## src/rtl/divider32fp_pkg.sv

```systemverilog
// Shared IEEE-754 single-precision definitions for the FP divider/multiplier pair.
package fp32_pkg;

    localparam int EXP_W    = 8;
    localparam int FRAC_W   = 23;
    localparam int MANT_W   = 24;
    localparam int EXP_BIAS = 127;
    localparam int ITER     = 25;

    localparam logic [31:0] QNAN    = 32'h7FC0_0000;
    localparam logic [31:0] POS_INF = 32'h7F80_0000;

    typedef struct packed {
        logic              sign;
        logic [EXP_W-1:0]  exp;
        logic [FRAC_W-1:0] frac;
    } fp32_t;

    typedef enum logic [1:0] {
        IDLE  = 2'd0,
        CHECK = 2'd1,
        DIV   = 2'd2,
        ROUND = 2'd3
    } state_t;

endpackage

```

## src/rtl/divider32fp_if.sv

```systemverilog
// Request/result bundle shared by the FP divider and its driver.
interface divider32fp_if;
    logic        start_i;
    logic [31:0] a_i;
    logic [31:0] b_i;
    logic        done_o;
    logic        nan_o;
    logic        infinit_o;
    logic        overflow_o;
    logic        underflow_o;
    logic [31:0] quotient_o;

    modport slave (
        input  start_i, a_i, b_i,
        output done_o, nan_o, infinit_o, overflow_o, underflow_o, quotient_o
    );

    modport master (
        output start_i, a_i, b_i,
        input  done_o, nan_o, infinit_o, overflow_o, underflow_o, quotient_o
    );
endinterface

```

## src/rtl/divider32fp_mant_divider.sv

```systemverilog
// Restoring significand divider: one quotient bit per clock, ITER bits total.
module fp32_mant_divider
    import fp32_pkg::*;
(
    input  logic          clk,
    input  logic          rst_n,
    input  logic          i_load,
    input  logic [25:0]   i_dividend,
    input  logic [23:0]   i_divisor,
    output logic [24:0]   o_quotient,
    output logic          o_sticky,
    output logic          o_busy,
    output logic          o_last
);
    logic [25:0] r_rem;
    logic [23:0] r_div;
    logic [24:0] r_q;
    logic [4:0]  r_cnt;
    logic [26:0] w_diff;

    // remainder stays below 2*divisor, so 26 bits plus a borrow bit suffice
    assign w_diff = {1'b0, r_rem} - {3'b000, r_div};

    // load operands, then step while the down-counter is non-zero
    always_ff @(posedge clk or negedge rst_n) begin
        if (!rst_n) begin
            r_rem <= '0;
            r_div <= '0;
            r_q   <= '0;
            r_cnt <= '0;
        end else if (i_load) begin
            r_rem <= i_dividend;
            r_div <= i_divisor;
            r_q   <= '0;
            r_cnt <= 5'(ITER);
        end else if (r_cnt != 5'd0) begin
            if (!w_diff[26]) begin
                r_q   <= {r_q[23:0], 1'b1};
                r_rem <= {w_diff[24:0], 1'b0};
            end else begin
                r_q   <= {r_q[23:0], 1'b0};
                r_rem <= {r_rem[24:0], 1'b0};
            end
            r_cnt <= r_cnt - 5'd1;
        end
    end

    assign o_quotient = r_q;
    assign o_sticky   = (r_rem != 26'd0);
    assign o_busy     = (r_cnt != 5'd0);
    assign o_last     = (r_cnt == 5'd1);
endmodule

```

## src/rtl/divider32fp.sv

```systemverilog
// IEEE-754 single-precision sequential divider, RNE rounding, flush-to-zero.
//  state | meaning
//  IDLE  | waiting for start_i, operands latched on accept
//  CHECK | unpack, resolve special cases, pre-align and load the divider
//  DIV   | restoring divider running, ITER cycles
//  ROUND | round to nearest-even, range check, pack result
module divider32fp
    import fp32_pkg::*;
(
    input  logic         clk,
    input  logic         rst_n,
    divider32fp_if.slave bus
);
    state_t             r_state, w_next;
    fp32_t              r_a, r_b;
    logic               r_sign;
    logic signed [9:0]  r_exp;
    logic [31:0]        r_quot;
    logic               r_done, r_nan, r_inf, r_ovf, r_unf;

    logic w_a_zero, w_b_zero, w_a_inf, w_b_inf, w_a_nan, w_b_nan;
    logic w_is_nan, w_is_inf, w_is_zero, w_normal, w_sign, w_pre;
    logic [23:0]        w_ma, w_mb;
    logic [25:0]        w_dividend;
    logic signed [9:0]  w_exp_chk, w_exp_rnd;
    logic [24:0]        w_q, w_sum;
    logic               w_sticky, w_busy, w_last, w_rnd;
    logic [22:0]        w_frac;

    // subnormals count as zero; NaN has an all-ones exponent with a nonzero fraction
    assign w_a_zero  = (r_a.exp == 8'h00);
    assign w_b_zero  = (r_b.exp == 8'h00);
    assign w_a_inf   = (r_a.exp == 8'hFF) && (r_a.frac == 23'h0);
    assign w_b_inf   = (r_b.exp == 8'hFF) && (r_b.frac == 23'h0);
    assign w_a_nan   = (r_a.exp == 8'hFF) && (r_a.frac != 23'h0);
    assign w_b_nan   = (r_b.exp == 8'hFF) && (r_b.frac != 23'h0);
    assign w_is_nan  = w_a_nan || w_b_nan || (w_a_zero && w_b_zero) || (w_a_inf && w_b_inf);
    assign w_is_inf  = (w_a_inf && !w_b_inf) || (!w_a_zero && w_b_zero);
    assign w_is_zero = w_a_zero || w_b_inf;
    assign w_normal  = !(w_is_nan || w_is_inf || w_is_zero);
    assign w_sign    = r_a.sign ^ r_b.sign;

    // doubling the dividend when ma < mb keeps the quotient in [1,2)
    assign w_ma       = {1'b1, r_a.frac};
    assign w_mb       = {1'b1, r_b.frac};
    assign w_pre      = (w_ma < w_mb);
    assign w_dividend = w_pre ? {1'b0, w_ma, 1'b0} : {2'b00, w_ma};
    assign w_exp_chk  = $signed({2'b00, r_a.exp}) - $signed({2'b00, r_b.exp})
                      + 10'(EXP_BIAS) - $signed({9'b0, w_pre});

    fp32_mant_divider u_mant (
        .clk        (clk),
        .rst_n      (rst_n),
        .i_load     ((r_state == CHECK) && w_normal),
        .i_dividend (w_dividend),
        .i_divisor  (w_mb),
        .o_quotient (w_q),
        .o_sticky   (w_sticky),
        .o_busy     (w_busy),
        .o_last     (w_last)
    );

    // q[24:1] is the significand, q[0] the guard bit; a carry-out renormalises
    assign w_rnd     = w_q[0] && (w_sticky || w_q[1]);
    assign w_sum     = {1'b0, w_q[24:1]} + {24'b0, w_rnd};
    assign w_frac    = w_sum[24] ? w_sum[23:1] : w_sum[22:0];
    assign w_exp_rnd = r_exp + $signed({9'b0, w_sum[24]});

    // state register
    always_ff @(posedge clk or negedge rst_n) begin
        if (!rst_n) r_state <= IDLE;
        else        r_state <= w_next;
    end

    // next-state logic
    always_comb begin
        w_next = r_state;
        case (r_state)
            IDLE:    if (bus.start_i) w_next = CHECK;
            CHECK:   w_next = w_normal ? DIV : IDLE;
            DIV:     if (w_last || !w_busy) w_next = ROUND;
            ROUND:   w_next = IDLE;
            default: w_next = IDLE;
        endcase
    end

    // operand capture, special-case and rounded result registers, done pulse
    always_ff @(posedge clk or negedge rst_n) begin
        if (!rst_n) begin
            r_a    <= '0;
            r_b    <= '0;
            r_sign <= 1'b0;
            r_exp  <= '0;
            r_quot <= '0;
            r_done <= 1'b0;
            r_nan  <= 1'b0;
            r_inf  <= 1'b0;
            r_ovf  <= 1'b0;
            r_unf  <= 1'b0;
        end else begin
            r_done <= 1'b0;
            case (r_state)
                IDLE: begin
                    if (bus.start_i) begin
                        r_a <= bus.a_i;
                        r_b <= bus.b_i;
                    end
                end
                CHECK: begin
                    r_sign <= w_sign;
                    r_exp  <= w_exp_chk;
                    if (!w_normal) begin
                        r_done <= 1'b1;
                        r_nan  <= w_is_nan;
                        r_inf  <= !w_is_nan && w_is_inf;
                        r_ovf  <= 1'b0;
                        r_unf  <= 1'b0;
                        if (w_is_nan)      r_quot <= QNAN;
                        else if (w_is_inf) r_quot <= {w_sign, POS_INF[30:0]};
                        else               r_quot <= {w_sign, 31'h0};
                    end
                end
                ROUND: begin
                    r_done <= 1'b1;
                    r_nan  <= 1'b0;
                    r_inf  <= 1'b0;
                    r_ovf  <= (w_exp_rnd >= 10'sd255);
                    r_unf  <= (w_exp_rnd <= 10'sd0);
                    if (w_exp_rnd >= 10'sd255)  r_quot <= {r_sign, POS_INF[30:0]};
                    else if (w_exp_rnd <= 10'sd0) r_quot <= {r_sign, 31'h0};
                    else                          r_quot <= {r_sign, w_exp_rnd[7:0], w_frac};
                end
                default: ;
            endcase
        end
    end

    assign bus.done_o      = r_done;
    assign bus.nan_o       = r_nan;
    assign bus.infinit_o   = r_inf;
    assign bus.overflow_o  = r_ovf;
    assign bus.underflow_o = r_unf;
    assign bus.quotient_o  = r_quot;
endmodule

```

## src/flat_wrapper.sv

```systemverilog
// flat-port wrapper written by rule: the top's interface ports become plain ports
module divider32fp_flat import fp32_pkg::*;
  (clk, rst_n, bus_start_i, bus_a_i, bus_b_i, bus_done_o, bus_nan_o, bus_infinit_o, bus_overflow_o, bus_underflow_o, bus_quotient_o);
  divider32fp_if bus_i ();
  input  logic clk;
  input  logic rst_n;
  input wire logic [$bits(bus_i.start_i)-1:0] bus_start_i;
  input wire logic [$bits(bus_i.a_i)-1:0] bus_a_i;
  input wire logic [$bits(bus_i.b_i)-1:0] bus_b_i;
  output wire logic [$bits(bus_i.done_o)-1:0] bus_done_o;
  output wire logic [$bits(bus_i.nan_o)-1:0] bus_nan_o;
  output wire logic [$bits(bus_i.infinit_o)-1:0] bus_infinit_o;
  output wire logic [$bits(bus_i.overflow_o)-1:0] bus_overflow_o;
  output wire logic [$bits(bus_i.underflow_o)-1:0] bus_underflow_o;
  output wire logic [$bits(bus_i.quotient_o)-1:0] bus_quotient_o;
  assign bus_i.start_i = bus_start_i;
  assign bus_i.a_i = bus_a_i;
  assign bus_i.b_i = bus_b_i;
  assign bus_done_o = bus_i.done_o;
  assign bus_nan_o = bus_i.nan_o;
  assign bus_infinit_o = bus_i.infinit_o;
  assign bus_overflow_o = bus_i.overflow_o;
  assign bus_underflow_o = bus_i.underflow_o;
  assign bus_quotient_o = bus_i.quotient_o;
  divider32fp u_core (.clk(clk), .rst_n(rst_n), .bus(bus_i));
endmodule
```

## config.mk

```make
export PLATFORM = sky130hd
export DESIGN_NAME = divider32fp_flat
export DESIGN_NICKNAME = d
export VERILOG_FILES = /design/src/rtl/divider32fp_pkg.sv /design/src/rtl/divider32fp_if.sv /design/src/rtl/divider32fp_mant_divider.sv /design/src/rtl/divider32fp.sv /design/src/flat_wrapper.sv
export SDC_FILE = /design/constraint.sdc
export NUM_CORES = 1
export LEC_CHECK = 0
export BUFFER_PORTS_ARGS = -buffer_cell sky130_fd_sc_hd__buf_4
export CAP_MARGIN = 30
export CORE_MARGIN = 1.5
export CORE_UTILIZATION = 60
export CTS_CLUSTER_DIAMETER = 80
export DETAILED_ROUTE_END_ITERATION = 6
export PLACE_DENSITY = 0.8
export SLEW_MARGIN = 20
export SYNTH_ARGS = -nofsm -noshare
export SYNTH_HDL_FRONTEND = slang
export SYNTH_SLANG_ARGS = --single-unit
```

## constraint.sdc

```tcl
create_clock -name clk -period 12.6 [get_ports clk]
set_input_delay 2.52 -clock clk [delete_from_list [all_inputs] [get_ports clk]]
set_output_delay 2.52 -clock clk [all_outputs]
set_load 0.05 [all_outputs]
```

==> out/metrics.yaml <==
run_status:
  outcome: "completed"
timing:
  hold_slack_ns: 0.455
  min_period_ns: 4.70
  fmax_ghz: 0.213
  hold_viol: 0
  fin_skew_ns: 0.0161
  tightest_slew_ns: 0.942
  fin_setup_tns_ns: 0
  finalSetupViolations: 0
  slew_viol_final: 0
  fin_crit_sh: 0.373
  rsz0062_at_grt: "false"
  fin_ws_ns: 7.90
  max-slew-margin-rel: 0.372
drt:
  drc: 0
  wire_per_inst_microns: 17.9
  wirelength_microns: 28300
  ant_nets: 0
  drtIter0Drc: 772
  num_vias: 9699
  first_pass_iters: 6
  vias_per_cell: 6.13
cts:
  clock-sinks: 194
  postCtsSetupBuffers: 0
  cts_resized: 0
  cts.clk_slew.worst_paths_ns: 0.07
  cts.hold.buffers_added: 0
  clock_path_buffers: 2
  cts_buffers: 17
  htree_levels: 4
  clockRootBuffer: "clkbuf_16"
  worstSkewPairLatency_ns: 0.45
  cts_tree: "yes"
synth:
  ys_warn_count: 0
  synthArstFlopShare: 1.00
  synth_top_cell_area_share: 0.425
  synth.avg_cell_area_sq_um: 9.06
  synth_area_sq_um: 11400
  synth_edf_count: 0
  ys_seq_area_frac: 0.425
  synthFlopType: "dfrtp_1"
  syn_nets: 1397
  ys_types: 65
  yosysTopAreaCell: "dfrtp_1"
  synth_cells: 1259
  ys_ff_latch: 194
  synthTopCellsByArea: "dfrtp_1 43%, ha_1 7.5%, nand2_1 6.3%, o21ai_0 5.0%, mux2_2 4.7%"
worst_setup_path:
  cp-end-kind: "flip-flop"
  crit_type: "reg2reg"
  cp_max_fo: 11
  crit_required_ns: 12.96
  cp-start-kind: "flip-flop"
  worstPathArrival_ns: 5.06
grt:
  grt_first_pass_wirelength_microns: 46400
  antenna_found_initial: 0
  grt_remaining_overflow: 0
  grt_usage: 0.295
  grt_pass1_vias: 9412
  grt_max_degree: 121
placement:
  placed_area_sq_um: 12300
  place_hpwl_microns: 20200
  io_buffer_count: 103
  preCtsSetupSlack_ns: 7.97
  gp_congestion: 0.909
die:
  dieArea_sq_um: 19900
  die_w_microns: 141
  die_h_microns: 141
  initial_core_util: 0.610
  std_cell_rows: 50
  io_pins: 104
  core_area_sq_um: 18700
final_layout:
  area_growth_syn_to_layout_pct: 13.9
  fin_area_sq_um: 13000
  nets: 1474
  drive_gt1_frac: 0.159
  diodes: 0
job:
  cap_viol_max_count: 0
min_path:
  hold_path.class: "reg2reg"
stage by stage:
step | util | std cells
global route | 0.695 | 1583
CTS | 0.692 | 1580
detailed placement | 0.660 | 1548
floorplan | - | 1259
global placement | 0.660 | 1548
finish | 0.695 | 1583
registers in the layout (all words and copies together) (netlist names), named ones only:
register / count
u_core.u_mant.r_rem: 26
u_core.r_b: 32
u_core.bus.overflow_o: 1
u_core.bus.quotient_o: 32
u_core.u_mant.r_cnt: 5
u_core.u_mant.o_quotient: 25
u_core.bus.underflow_o: 1
u_core.r_sign: 1
u_core.r_a: 32
u_core.r_exp: 10
u_core.bus.infinit_o: 1
u_core.bus.done_o: 1
u_core.bus.nan_o: 1
u_core.r_state: 1
u_core.u_mant.r_div: 24
area by class of cell:
type | count | area (sq um)
fillers | 1482 | 5710
flip-flops and latches | 194 | 4850
clock inverters | 14 | 168
multi-input cells | 919 | 6020
clock buffers | 18 | 429
repair buffers | 116 | 910
well taps | 234 | 293
inverters | 88 | 330
metal layers:
metal	wire length (microns)	up-vias	GRT usage
li1	-	4617	-
met1	11900	4645	0.368
met2	13800	358	0.505
met3	1500	79	0.0411
met4	1130	0	0.143
met5	0	-	0
cells in the final DEF, fill, tap and decap left out, types with 15 or more instances in the layout:
cell type  netlist  final
mux2_2          48     48
ha_1            68     68
xnor2_1         24     24
inv_1           87     87
a21o_1          29     29
or3_1           16     16
o21ai_0        115    114
mux2i_1         21     21
xor2_1          21     21
nor2_1          51     50
nand2_1        190    190
a21oi_1         88     88
nand3_1         23     23
clkbuf_16        0     17
a31oi_1         16     16
nor4_1          22     22
nor3_1          22     22
a211oi_1        15     15
dfrtp_1        194    194
buf_4            0    113
critical path: stages (launching register included):
cell      delay (ns)
dfrtp_1         0.42
and2_1          0.21
ha_1            0.22
and4_1          0.29
and3_1          0.26
and3_1          0.22
nand3_1         0.12
nor2_1          0.50
ha_1            0.29
ha_1            0.27
or2_2           0.15
a21oi_1         0.06
o211a_1         0.22
and4_1          0.21
a21oi_1         0.34
nand2b_1        0.22
or2_2           0.41
o21ai_0         0.19
path summary, 6_finish.rpt:
| kind | startpoint | to | slack [ns] | cells past startpoint |
|---|---|---|---|---|
| min in group asynchronous | rst_n | u_core.r_b[23]$_DFFE_PN0P_ | 2.03 | 1 |
| min reg2reg | u_core.u_mant.r_div[23]$_DFFE_PN0P_ | u_core.u_mant.r_div[23]$_DFFE_PN0P_ | 0.45 | 2 |
| max reg2reg | u_core.u_mant.o_quotient[1]$_DFFE_PN0P_ | u_core.bus.quotient_o[21]$_DFFE_PN0P_ | 7.90 | 17 |
| min | u_core.u_mant.r_div[23]$_DFFE_PN0P_ | u_core.u_mant.r_div[23]$_DFFE_PN0P_ | 0.45 | 2 |
| max in group asynchronous | rst_n | u_core.u_mant.r_div[12]$_DFFE_PN0P_ | 9.51 | 3 |
| max | u_core.u_mant.o_quotient[1]$_DFFE_PN0P_ | u_core.bus.quotient_o[21]$_DFFE_PN0P_ | 7.90 | 17 |
Yosys cell counts (21+ instances only):
master    number
xnor2_1       24
ha_1          68
inv_1         87
a21oi_1       88
clkbuf_1      44
mux2_2        48
nor3_1        22
mux2i_1       21
nor4_1        22
a21o_1        29
nor2_1        51
dfrtp_1      194
nand3_1       23
o21ai_0      115
xor2_1        21
nand2_1      190
logic make-up after synthesis:
group	count (synthesis)	synth area share
AO/OA/AOI/OAI	334	0.180
XOR/XNOR	45	0.0345
adder cells (fa/ha/maj)	71	0.0798
buffers and inverters	146	0.0488
flip-flops	194	0.425
multiplexers	69	0.0658
AND/OR/NAND/NOR	400	0.166
Power is left out: the tool's default activity adds up to more than one toggle a clock period on the data nets, which glitch-free logic cannot reach.
